`src/rtl/uart_msg_rx.sv`:
```
`default_nettype none
// ============================================================================
// Module      : uart_msg_rx
// Description : 8N1 UART receiver with a line assembler that recognises
//               "Hello World <A-Z>\r\n" lines, reports each terminated line
//               and counts the lines that matched.
// Revision    : 1.0 - initial release
// ============================================================================
module uart_msg_rx #(
   parameter int CLK_FRE   = 27,      // clock frequency in MHz
   parameter int BAUD_RATE = 115200   // line rate in bit/s
) (
   input  logic       clk,
   input  logic       reset,
   input  logic       rx_pin,
   output logic [7:0] rx_data,
   output logic       rx_data_valid,
   output logic       rx_frame_err,
   output logic       msg_valid,
   output logic       msg_ok,
   output logic [7:0] msg_letter,
   output logic [7:0] msg_count
);

   // Bit timing derived from the clock and line rate.
   localparam int C_BIT_CYC  = CLK_FRE * 1_000_000 / BAUD_RATE;
   localparam int C_HALF_CYC = C_BIT_CYC / 2;
   localparam int C_CNT_W    = $clog2(C_BIT_CYC + 1);
   localparam logic [C_CNT_W-1:0] C_BIT_LAST  = C_CNT_W'(C_BIT_CYC - 1);
   localparam logic [C_CNT_W-1:0] C_HALF_LAST = C_CNT_W'(C_HALF_CYC - 1);

   localparam logic [7:0] C_CR = 8'h0D;
   localparam logic [7:0] C_LF = 8'h0A;

   typedef enum logic [2:0] {
      S_IDLE      = 3'd0,
      S_START     = 3'd1,
      S_DATA      = 3'd2,
      S_STOP      = 3'd3,
      S_WAIT_HIGH = 3'd4
   } state_t;

   state_t             r_state;
   state_t             w_state_nxt;
   logic               r_rx_meta;
   logic               r_rxs;
   logic               r_rxs_d;
   logic [C_CNT_W-1:0] r_cnt;
   logic [2:0]         r_bit_idx;
   logic [7:0]         r_shift;
   logic               w_fall;
   logic               w_tick_half;
   logic               w_tick_bit;
   logic               w_stop_good;
   logic               w_stop_bad;

   logic [3:0]         r_idx;
   logic               r_mismatch;
   logic [7:0]         r_cand;
   logic               w_byte_bad;
   logic               w_line_ok;
   logic [7:0]         w_expect;

   // Two-stage synchroniser plus one delay stage for falling-edge detection.
   always_ff @(posedge clk) begin
      if (reset) begin
         r_rx_meta <= 1'b1;
         r_rxs     <= 1'b1;
         r_rxs_d   <= 1'b1;
      end else begin
         r_rx_meta <= rx_pin;
         r_rxs     <= r_rx_meta;
         r_rxs_d   <= r_rxs;
      end
   end

   assign w_fall      = r_rxs_d & ~r_rxs;
   assign w_tick_half = (r_cnt == C_HALF_LAST);
   assign w_tick_bit  = (r_cnt == C_BIT_LAST);

   // Byte FSM state register.
   always_ff @(posedge clk) begin
      if (reset) begin
         r_state <= S_IDLE;
      end else begin
         r_state <= w_state_nxt;
      end
   end

   // Byte FSM next state and stop-bit verdicts.
   always_comb begin
      w_state_nxt = r_state;
      w_stop_good = 1'b0;
      w_stop_bad  = 1'b0;
      case (r_state)
         S_IDLE: begin
            if (w_fall) begin
               w_state_nxt = S_START;
            end
         end
         S_START: begin
            // A start bit that is high again at mid-bit was only a glitch.
            if (w_tick_half) begin
               w_state_nxt = r_rxs ? S_IDLE : S_DATA;
            end
         end
         S_DATA: begin
            if (w_tick_bit && (r_bit_idx == 3'd7)) begin
               w_state_nxt = S_STOP;
            end
         end
         S_STOP: begin
            if (w_tick_bit) begin
               if (r_rxs) begin
                  w_stop_good = 1'b1;
                  w_state_nxt = S_IDLE;
               end else begin
                  w_stop_bad  = 1'b1;
                  w_state_nxt = S_WAIT_HIGH;
               end
            end
         end
         S_WAIT_HIGH: begin
            // Ride out a break: nothing is reported until the line idles.
            if (r_rxs) begin
               w_state_nxt = S_IDLE;
            end
         end
         default: begin
            w_state_nxt = S_IDLE;
         end
      endcase
   end

   // Baud counter, bit index and LSB-first shift register.
   always_ff @(posedge clk) begin
      if (reset) begin
         r_cnt     <= '0;
         r_bit_idx <= 3'd0;
         r_shift   <= 8'h00;
      end else begin
         case (r_state)
            S_START: begin
               r_bit_idx <= 3'd0;
               r_cnt     <= w_tick_half ? '0 : r_cnt + 1'b1;
            end
            S_DATA: begin
               if (w_tick_bit) begin
                  r_cnt     <= '0;
                  r_shift   <= {r_rxs, r_shift[7:1]};
                  r_bit_idx <= r_bit_idx + 3'd1;
               end else begin
                  r_cnt <= r_cnt + 1'b1;
               end
            end
            S_STOP: begin
               r_cnt <= w_tick_bit ? '0 : r_cnt + 1'b1;
            end
            default: begin
               r_cnt <= '0;
            end
         endcase
      end
   end

   // Byte outputs, registered one cycle after the stop-bit sample.
   always_ff @(posedge clk) begin
      if (reset) begin
         rx_data       <= 8'h00;
         rx_data_valid <= 1'b0;
         rx_frame_err  <= 1'b0;
      end else begin
         rx_data_valid <= w_stop_good;
         rx_frame_err  <= w_stop_bad;
         if (w_stop_good) begin
            rx_data <= r_shift;
         end
      end
   end

   // Expected character for the current line position.
   always_comb begin
      w_expect = 8'h00;
      case (r_idx)
         4'd0:    w_expect = 8'h48;  // H
         4'd1:    w_expect = 8'h65;  // e
         4'd2:    w_expect = 8'h6C;  // l
         4'd3:    w_expect = 8'h6C;  // l
         4'd4:    w_expect = 8'h6F;  // o
         4'd5:    w_expect = 8'h20;  // space
         4'd6:    w_expect = 8'h57;  // W
         4'd7:    w_expect = 8'h6F;  // o
         4'd8:    w_expect = 8'h72;  // r
         4'd9:    w_expect = 8'h6C;  // l
         4'd10:   w_expect = 8'h64;  // d
         4'd11:   w_expect = 8'h20;  // space
         4'd13:   w_expect = C_CR;
         default: w_expect = 8'h00;
      endcase
   end

   // Does the current non-terminator byte break the template?
   always_comb begin
      w_byte_bad = 1'b0;
      if (r_idx <= 4'd11 || r_idx == 4'd13) begin
         w_byte_bad = (rx_data != w_expect);
      end else if (r_idx == 4'd12) begin
         w_byte_bad = (rx_data < 8'h41) || (rx_data > 8'h5A);
      end else begin
         // Position 14 only accepts the terminator; 15 means overlong.
         w_byte_bad = 1'b1;
      end
   end

   assign w_line_ok = (r_idx == 4'd14) && !r_mismatch;

   // Line assembler driven by the byte-level pulses.
   always_ff @(posedge clk) begin
      if (reset) begin
         r_idx      <= 4'd0;
         r_mismatch <= 1'b0;
         r_cand     <= 8'h00;
         msg_valid  <= 1'b0;
         msg_ok     <= 1'b0;
         msg_letter <= 8'h00;
         msg_count  <= 8'h00;
      end else begin
         msg_valid <= 1'b0;
         if (rx_data_valid) begin
            if (rx_data == C_LF) begin
               msg_valid  <= 1'b1;
               msg_ok     <= w_line_ok;
               if (w_line_ok) begin
                  msg_letter <= r_cand;
                  msg_count  <= msg_count + 8'd1;
               end
               r_idx      <= 4'd0;
               r_mismatch <= 1'b0;
            end else begin
               if (w_byte_bad) begin
                  r_mismatch <= 1'b1;
               end
               if (r_idx == 4'd12) begin
                  r_cand <= rx_data;
               end
               if (r_idx != 4'd15) begin
                  r_idx <= r_idx + 4'd1;
               end
            end
         end else if (rx_frame_err) begin
            r_mismatch <= 1'b1;
         end
      end
   end

endmodule
`default_nettype wire

```
`config.mk`:
```
export PLATFORM = sky130hd
export DESIGN_NAME = uart_msg_rx
export DESIGN_NICKNAME = d
export VERILOG_FILES = /design/src/rtl/uart_msg_rx.sv
export SDC_FILE = /design/constraint.sdc
export NUM_CORES = 1
export LEC_CHECK = 0
export BUFFER_PORTS_ARGS = -buffer_cell sky130_fd_sc_hd__buf_4
export CAP_MARGIN = 20
export CORE_UTILIZATION = 53
export CTS_CLUSTER_DIAMETER = 30
export CTS_CLUSTER_SIZE = 16
export DETAILED_ROUTE_END_ITERATION = 8
export PLACE_DENSITY = 0.75
export REMOVE_ABC_BUFFERS = 1
export SETUP_SLACK_MARGIN = 0.1
export SYNTH_ARGS = -nofsm -noshare
export SYNTH_HDL_FRONTEND = slang
export SYNTH_SLANG_ARGS = --single-unit
```
`constraint.sdc`:
```
create_clock -name clk -period 2.1 [get_ports clk]
set_input_delay 0.42 -clock clk [delete_from_list [all_inputs] [get_ports clk]]
set_output_delay 0.42 -clock clk [all_outputs]
set_load 0.005 [all_outputs]
```
==> results.md <==
- WS Path Type: reg -> reg
- Gate Count Post-Synth: 346
- Synth Flop Type: dfxtp_1
- CTS buffer count: 9
- CTS root buf: clkbuf_8
- Clock Latency Late Sink: 0.34 ns
- Arr. time, crit path: 2.41 ns
- HP Start: rx_pin
- Rows: 28
- Overflow after GRT: 0
- Critical Path Start Type: flip-flop
- Reg2reg path depth: 11
- Final HPWL DP: 4970 µm
- Share of cells above drive strength 1: 28.5%
- Cell with the most instances after synthesis: dfxtp_1
- Maximum clock path buffer count: 2
- Hold Vio Cnt, Final: 0
- Finished Cell Area: 4160 µm²
- Synth async-reset ratio: 0%
- Vias: 2,713
- Worst slew pin tran: 0.677 ns
- Unrepaired setup endpoints after global routing: yes
- Status: complete, but fails checks
- Synthesis-stage register bit count: 73
- Clock Skews: 0.00952 ns
- Hold WC Path Type: in -> reg
- Largest net degree at the start of global routing: 52
- Maximum vdd ir drop: 511 µV
- Minimum clock period after layout: 2.14 ns
- Final WL: 7240 µm
- Worst slew margin: 54.7%
- Pre-CTS WS: -0.102 ns
- Fin. max-slew vios: 0
- Register area share after synthesis: 45.0%
- Worst hold stages: 2
- Final worst setup slack: -0.0436 ns
- Vias in the first global route: approximately 2,500
- Setup-failing EPs final: 2
- Antenna viol nets, final: 0
- Number of I/O port buffers: 30
- I/O pin count: 31
- DR WL/cell: 14.7 µm
- Syn avg cell area: roughly 9.4 µm²
- Worst hold slack: 0.272 ns
- Distinct cell type count after synthesis: 52
- CP startpoint: rx_data[6]$_SDFFE_PP0P_
- Worst R2R Start: rx_data[6]$_SDFFE_PP0P_
- CTS tree: yes
- Pwr/cell area: 593 nW/µm²
- Post-synth top area share: 45.0%
- # Max-Cap Violations: 0
- Fillers: 462
- ANT cells: 0
- CP Max Fanout: 4
- Die area: 6450 µm²
- TritonRoute pass-1 iters: 4
- Commonest cells in the netlist: dfxtp_1, nor2_1, mux2i_1, nand2_1
- Violated checks: negative setup slack
- GRT Overall Usage: 23.7%
- Post-synth EDFFs: 0
- Worst-path clk slew: 0.08 ns
- First-pass GRT wire length: around 12,000 µm
- Share of the clock period used by the worst path: 102%
- Sink Count: 73
- Die Width: 80.3 µm
- Synth warn: 0
- Vert. Die Dim: 80.3 µm
- Post-synth top area cell: dfxtp_1
- Area contributors post-synth: dfxtp_1, mux2i_1, nor2_1
- Mapped cell area: 3250 µm²
- Iteration-0 DRC Markers: 166
- NumNets Final: 431
- Req. time, crit path: 2.37 ns
- Drc violations: 0
- H-tree level count: 3
- Lkg Pwr: around 1.8 nW
- Core area: ~6000 µm²
- Critical Path End Type: flip-flop
- Hold_buf cts: 0
- RD Place Congestion: 0.900
- Achievable Freq: approximately 0.47 GHz
- Initial core utilization: 54.9%
- Number of vias per cell: around 5.5
- Initial antenna violation count: 0
- Placed inst area: 3770 µm²
- Synthesis-to-layout area growth: 28.0%
## power by group
| part | internal, mW | total [mW] | switching, mW |
|---|---|---|---|
| sequential | 1.39 | 1.39 | 0.00479 |
| clock | 0.537 | 1.02 | 0.487 |
| combinational | 0.0154 | 0.0493 | 0.0339 |
| total | 1.94 | 2.47 | 0.526 |
## cells by family (layout without fill, tap and decap cells)
| kind of cell | count (synthesis) | after routing | synth area share (%) |
|---|---|---|---|
| AO/OA/AOI/OAI | 47 | 47 | 9.36 |
| XOR/XNOR | 20 | 20 | 5.39 |
| AND/OR/NAND/NOR | 133 | 133 | 21.1 |
| adder cells (fa/ha/maj) | 15 | 15 | 5.78 |
| multiplexers | 33 | 33 | 10.2 |
| flip-flops | 73 | 73 | 45.0 |
| buffers and inverters | 25 | 96 | 3.08 |
## final cells by class
class                           instances  area, µm²  area share [%]
Timing Repair Buffer                   69        541            13.0
Clock inverter                          4       45.0            1.08
Multi-Input combinational cell        248       1830            44.1
Tap cell                               75       93.8            2.26
Inverter                               12       45.0            1.08
Sequential cell                        73       1470            35.3
Clock buffer                           11        131            3.16
## final timing paths
path                                to  slack, ns
setup / recovery   w_expect[0]$_DFF_P_      -0.04
setup reg to reg   w_expect[0]$_DFF_P_      -0.04
hold reg to reg       r_rxs$_SDFF_PP1_       0.40
hold / removal    r_rx_meta$_SDFF_PP1_       0.27
## registers in the layout, summed over array words and instances (netlist names), 3 cells and up
register    flops
r_bit_idx       3
r_idx           4
w_expect        7
r_shift         8
r_cnt           8
msg_count       8
r_state         3
rx_data         8
msg_letter      8
r_cand          8
## cells in the final DEF, fill, tap and decap left out, types with 3 or more instances in the layout
cell / n
o211ai_1: 3
buf_4: 63
dfxtp_1: 68
clkinv_2: 3
a31oi_1: 3
or2_2: 3
a21o_1: 3
nand2_1: 20
inv_1: 10
ha_4: 4
nor2_1: 54
xor2_1: 13
mux2i_1: 31
o21ai_0: 5
clkbuf_8: 9
buf_6: 6
or3_1: 3
nand4_1: 3
a21oi_1: 14
nor3_1: 5
ha_1: 9
dfxtp_2: 5
nand3_1: 12
xnor2_1: 7
o21a_1: 3
nor4_1: 4
and3_1: 3
## metrics by stage
stage               util (%)  power, mW  TNS [ns]  cells
detailed placement      63.6       1.47    -0.229    472
finish                  70.2       2.47   -0.0800    492
global route            70.2       2.54    -0.381    492
global placement        63.6       1.47   -0.0533    472
CTS                     67.9       2.47   -0.0904    488
floorplan                  -       1.44    -0.829    333
## per-layer routing
| layer | share of wire (%) | vias up | global-route usage (%) |
|---|---|---|---|
| met5 | 0 | - | 0 |
| met2 | 48 | 79 | 39.0 |
| met4 | 1.1 | 0 | 10.0 |
| met3 | 4.8 | 8 | 4.77 |
| li1 | - | 1339 | - |
| met1 | 46 | 1287 | 30.2 |
## worst max-delay path, stage by stage (launching register included)
cell	delay (ns)
dfxtp_2	0.33
and4bb_1	0.25
buf_4	0.16
nand2_4	0.08
buf_6	0.11
nand4_1	0.16
a21o_1	0.25
ha_4	0.18
buf_6	0.12
a311oi_2	0.19
mux2i_1	0.10
o2bb2ai_1	0.16
## what timing repair did
item	4_1_cts	5_1_grt
pin swaps	15	17
setup buffers	1	3
setup endpoints to repair	15	34
cloned	0	1
gates resized for setup	16	27
No activity file was read; power rests on OpenSTA's default activity.
